**src/rtl/rf_pkg.sv**
```systemverilog
// Shared defaults and address type for the ID-stage integer register file.
package rf_pkg;
  localparam int XLEN = 32;
  localparam int NREG = 32;
  localparam int AW   = 5;

  typedef logic [AW-1:0] rf_addr_t;

  localparam rf_addr_t REG_ZERO = 5'd0;
endpackage

```
**src/rtl/rf_scoreboard.sv**
```systemverilog
// Per-register busy bits: set by issue, cleared by writeback; set wins on a collision.
module rf_scoreboard
  import rf_pkg::*;
#(
  parameter int NREG = rf_pkg::NREG,
  parameter int AW   = rf_pkg::AW,
  parameter int NWR  = 2
) (
  input  logic              clk,
  input  logic              rst_n,
  input  logic [NWR-1:0]    we,
  input  logic [NWR*AW-1:0] wr_addr,
  input  logic              iss_valid,
  input  logic [AW-1:0]     iss_rd,
  output logic [NREG-1:0]   busy
);

  logic [NREG-1:0] busy_q, busy_d;

  always_comb begin
    busy_d = busy_q;
    for (int j = 0; j < NWR; j++)
      if (we[j]) busy_d[wr_addr[j*AW +: AW]] = 1'b0;
    // Applied after the clears so a new producer supersedes the retiring one.
    if (iss_valid && iss_rd != '0) busy_d[iss_rd] = 1'b1;
    busy_d[0] = 1'b0;
  end

  always_ff @(posedge clk or negedge rst_n) begin
    if (!rst_n) busy_q <= '0;
    else        busy_q <= busy_d;
  end

  assign busy = busy_q;

endmodule

```
**src/rtl/id_rf_mp.sv**
```systemverilog
// Multi-port register file with write priority, optional write-to-read bypass and busy masking.
module id_rf_mp
  import rf_pkg::*;
#(
  parameter int XLEN   = rf_pkg::XLEN,
  parameter int NREG   = rf_pkg::NREG,
  parameter int AW     = rf_pkg::AW,
  parameter int NRD    = 2,
  parameter int NWR    = 2,
  parameter int BYPASS = 1
) (
  input  logic                clk,
  input  logic                rst_n,
  input  logic [NRD*AW-1:0]   rs_addr,
  output logic [NRD*XLEN-1:0] rs_data,
  output logic [NRD-1:0]      rs_busy,
  input  logic [NWR-1:0]      we,
  input  logic [NWR*AW-1:0]   wr_addr,
  input  logic [NWR*XLEN-1:0] wr_data,
  input  logic                iss_valid,
  input  logic [AW-1:0]       iss_rd
);

  logic [NREG-1:0][XLEN-1:0] regs_q, regs_d;
  logic [NREG-1:0]           busy;

  // Ascending port order: the highest-index writer to an address lands last.
  always_comb begin
    regs_d = regs_q;
    for (int j = 0; j < NWR; j++)
      if (we[j] && wr_addr[j*AW +: AW] != '0)
        regs_d[wr_addr[j*AW +: AW]] = wr_data[j*XLEN +: XLEN];
    regs_d[0] = '0;
  end

  always_ff @(posedge clk or negedge rst_n) begin
    if (!rst_n) regs_q <= '0;
    else        regs_q <= regs_d;
  end

  rf_scoreboard #(.NREG(NREG), .AW(AW), .NWR(NWR)) u_sb (
    .clk      (clk),
    .rst_n    (rst_n),
    .we       (we),
    .wr_addr  (wr_addr),
    .iss_valid(iss_valid),
    .iss_rd   (iss_rd),
    .busy     (busy)
  );

  for (genvar i = 0; i < NRD; i++) begin : g_rd
    logic [AW-1:0]   a;
    logic            hit;
    logic            use_byp;
    logic [XLEN-1:0] byp_d;

    assign a = rs_addr[i*AW +: AW];

    always_comb begin
      hit   = 1'b0;
      byp_d = '0;
      for (int j = 0; j < NWR; j++)
        if (we[j] && wr_addr[j*AW +: AW] == a) begin
          hit   = 1'b1;
          byp_d = wr_data[j*XLEN +: XLEN];
        end
    end

    assign use_byp = (BYPASS != 0) && hit;
    assign rs_data[i*XLEN +: XLEN] = (a == '0) ? '0 : (use_byp ? byp_d : regs_q[a]);
    assign rs_busy[i] = (a != '0) && busy[a] && !use_byp;
  end

endmodule

```
**config.mk**
```make
export PLATFORM = sky130hd
export DESIGN_NAME = id_rf_mp
export DESIGN_NICKNAME = d
export VERILOG_FILES = /design/src/rtl/rf_pkg.sv /design/src/rtl/rf_scoreboard.sv /design/src/rtl/id_rf_mp.sv
export SDC_FILE = /design/constraint.sdc
export NUM_CORES = 2
export LEC_CHECK = 0
export CAP_MARGIN = 40
export CELL_PAD_IN_SITES_DETAIL_PLACEMENT = 1
export CELL_PAD_IN_SITES_GLOBAL_PLACEMENT = 2
export CORE_ASPECT_RATIO = 2
export CORE_MARGIN = 5
export CORE_UTILIZATION = 43
export DETAILED_ROUTE_END_ITERATION = 7
export PLACE_DENSITY_LB_ADDON = 0.25
export RECOVER_POWER = 100
export SLEW_MARGIN = 30
export SYNTH_ARGS = -nofsm -noshare
export SYNTH_HDL_FRONTEND = slang
export SYNTH_SLANG_ARGS = --single-unit
```
**constraint.sdc**
```tcl
create_clock -name clk -period 2.6 [get_ports clk]
set_input_delay 0.26 -clock clk [delete_from_list [all_inputs] [get_ports clk]]
set_output_delay 0.26 -clock clk [all_outputs]
set_load 0.005 [all_outputs]
```
==> results.md <==
- CP peak stage delay: 0.61 ns
- Clock sinks: 1023
- Largest family of logic cells by synthesized area: multiplexers
- Final-report max-slew violation count: roughly 160
- Clock Root Buffer: clkbuf_16
- Sequential element share of the synthesized area: 0.394
- Leading post-synthesis cells by cell area: dfrtp_1 (39%), mux4_2 (18%), mux2i_1 (15%)
- Area growth syn-to-layout: 22.6%
- Syn_area_per_cell: between 10 and 15 um^2
- Largest net degree at the start of global routing: around 130
- DP HPWL: 221000 um
- Synthesized flop and latch total: 1023
- Area of the core: 150000 um^2
- Number of synthesized flops with an enable pin: 0
- FF-to-FF Start: regs_q[485]$_DFF_PN0_
- Placed Cells: 8156
- Worst-Margin Slew: 2.10 ns
- Total grt overflow: 0
- Final hold viol count: 0
- Critical path origin: regs_q[485]$_DFF_PN0_
- Vias/cell: 6.88
- Startpoint types: flop
- Leakage: 34.4 nW
- Async set or reset register ratio after synthesis: 1.00
- Max_slew headroom: -0.400
- Fin crit period: roughly 3.1 ns
- Max Freq: 0.320 GHz
- Yosys cell types: 50
- Clock buffer depth: 3
- Worst skew pair latency: 0.73 ns
- CP required: 2.34 ns
- Initial Utilization: 0.433
- Run status: finished, violations left
- Post-synthesis adder-cell area fraction: 0
- Worst path depth: 6
- CP most frequent cell: mux4_2
- Crit share post-route: 1.20
- Worst Hold Class: input pin to flop
- Row Count: 201
- Slowest cell on the critical path: mux4_2
- Vias: 58000
- Worst EP arrival: approximately 2.9 ns
- Vias in the first global route: ~62000
- Post-layout nets: 6508
- I/O Buffers: around 160
- Failing checks: capacitance limit, slew limit, setup timing
- Top-count cell post-synth: dfrtp_1
- Main flop type after synthesis: dfrtp_1
- CTS tree: built
- Mapped Nets: 6163
- Simple-gate area share of the yosys netlist: 0.0789
- Gr usage total: 0.396
- Worst Slack Setup Final: -0.528 ns
- Multi-input combinational cell area: 37600 um^2
- Clk_skew: 0 ns
- Worst hold slack: 0.273 ns
- Post-Route WL: 324000 um
- Synth area leader: dfrtp_1
- Power per cell area: just over 700 nW/um^2
- Fin area: 79700 um^2
- Mapped Cells: 6069
- R2R Setup Slk: 1.48 ns
- Placer congestion estimate: a little under 1
- CTS Buf Count: 101
- Max FO, Critical Path: 2
- Max IR drop VDD: 0.000479 V
- Synth Area in XOR/XNOR: 0.00269
- Die height: between 500 and 600 um
- Number of fill cells: 15600
- Setup violations, final: 509
- Top-area cell type share of the netlist area: 0.394
- Initial antenna violation count: 19
- Non-Filler Instances: 8434
- R2r worst-path depth: 5
- Dpl cell area: ~75000 um^2
- CP endpoint: rs_data[5]
- H-Tree Depth: 3
- Residual DRC: 0
- 1st-iter DRT viols: ~5400
- Global-route wire length before repair: 457000 um
- Routed Antenna Nets: 0
- Die W: 285 um
- Critical path capture point type: output port
- CP bufs+invs: 2
- Post-synthesis cell area: 65000 um^2
- Share of cells above drive strength 1: 0.295
- Die ar.: 160000 um^2
- Worst path top cell family by delay: multiplexers
- Wire per inst: 38.4 um
- Yosys Warn Count: 0
- Cell Chain, Critical Path: buf_6 -> mux4_2 -> mux4_2 -> nor4_4 -> a211oi_4 -> buf_2
- Crit path kind: flop to output port
- FF-to-FF End: regs_q[485]$_DFF_PN0_
- Max-Cap Viols: 2
- CTS clk-pin slew, worst paths: 0.07 ns
- I/O pin total: between 150 and 200
- RSZ-0062 raised after global routing: true
- Synth Area in Compound Gates: 0.123
- DRT Pass-1 Iters: 6
- Register area: 25600 um^2
- Proportion of synthesized area in mux cells: 0.348
- Commonest cells post-synth: dfrtp_1 (1023), mux2i_1 (999), nand2_1 (560), nor2_1 (546), mux4_2 (525)
metrics by stage:
| stage | worst slack [ns] | total power [W] | setup TNS (ns) | util |
|---|---|---|---|---|
| finish | -0.528 | 0.0572 | -56.85 | 0.531 |
| global route | -0.537 | 0.0592 | -73.59 | 0.531 |
| floorplan | 0.363 | 0.0330 | 0 | - |
| global placement | -1.37 | 0.0393 | -66.54 | 0.502 |
| detailed placement | -1.27 | 0.0404 | -69.48 | 0.502 |
| CTS | -0.562 | 0.0567 | -25.49 | 0.534 |
timing repair:
item | 4_1_cts | 5_1_grt
gates resized for setup | 470 | 54
setup endpoints to repair | 66 | 66
cloned | 0 | 1
pin swaps | 94 | 86
hold buffers | 2 | 0
hold endpoints to repair | 370 | 0
setup buffers | 78 | 27
power by group:
group / switching, W / internal, W / total (W)
sequential: 0.00372 / 0.0201 / 0.0239
combinational: 0.00820 / 0.00950 / 0.0177
clock: 0.00708 / 0.00856 / 0.0156
cell families after synthesis:
group | count (synthesis)
simple gates | 1255
mux | 1593
compound gates | 1358
xor+xnor | 20
buf+inv | 820
flops | 1023
metal layers:
| metal | share of wire | global-route usage | vias to the layer above |
|---|---|---|---|
| met5 | 0.000077 | 0 | - |
| met4 | 0.11 | 0.355 | 4 |
| met3 | 0.079 | 0.0849 | 1453 |
| met2 | 0.47 | 0.641 | 3341 |
| met1 | 0.33 | 0.436 | 30200 |
| li1 | - | - | 23000 |
layout make-up:
| cell class | count | area share |
|---|---|---|
| timing repair buffer | 1051 | 0.134 |
| clock buffer | 157 | 0.0383 |
| sequential | 1023 | 0.321 |
| multi-input combinational | 4226 | 0.472 |
| clock inverter | 30 | 0.00399 |
| inverter | 11 | 0.000518 |
| antenna | 8 | 0.000251 |
| tap | 1928 | 0.0303 |
worst min-delay path by stage:
| stage | start | end | slack [ns] | cells after the start |
|---|---|---|---|---|
| floorplan | rst_n | regs_q[1000]$_DFF_PN0_ | -0.04 | 0 |
| global placement | rst_n | u_sb.busy[21]$_DFF_PN0_ | 0.15 | 1 |
| detailed placement | rst_n | u_sb.busy[23]$_DFF_PN0_ | 0.15 | 1 |
| CTS | rst_n | u_sb.busy[20]$_DFF_PN0_ | 0.21 | 3 |
| global route | iss_rd[1] | u_sb.busy[7]$_DFF_PN0_ | 0.32 | 3 |
| finish | iss_rd[0] | u_sb.busy[7]$_DFF_PN0_ | 0.27 | 3 |
worst min-delay path: stages:
cell and delay (ns):
clkdlybuf4s50_1 0.51, nand3_1 0.13, nand2_1 0.05
flip-flops by register name (all words and copies together) (netlist names):
register / flops
u_sb.busy: 31
regs_q: 992
cells in the final DEF (no fill, tap or decap), types with 104 or more instances in the layout:
cell,netlist,layout
buf_12,0,206
mux2i_1,999,997
dfrtp_1,1023,1023
clkbuf_16,0,104
o21ai_0,498,498
buf_4,28,560
mux4_2,525,525
nand2_1,560,536
a22o_1,127,126
nor2_1,546,537
a21oi_1,519,519
Power figures use the tool's default switching activity.
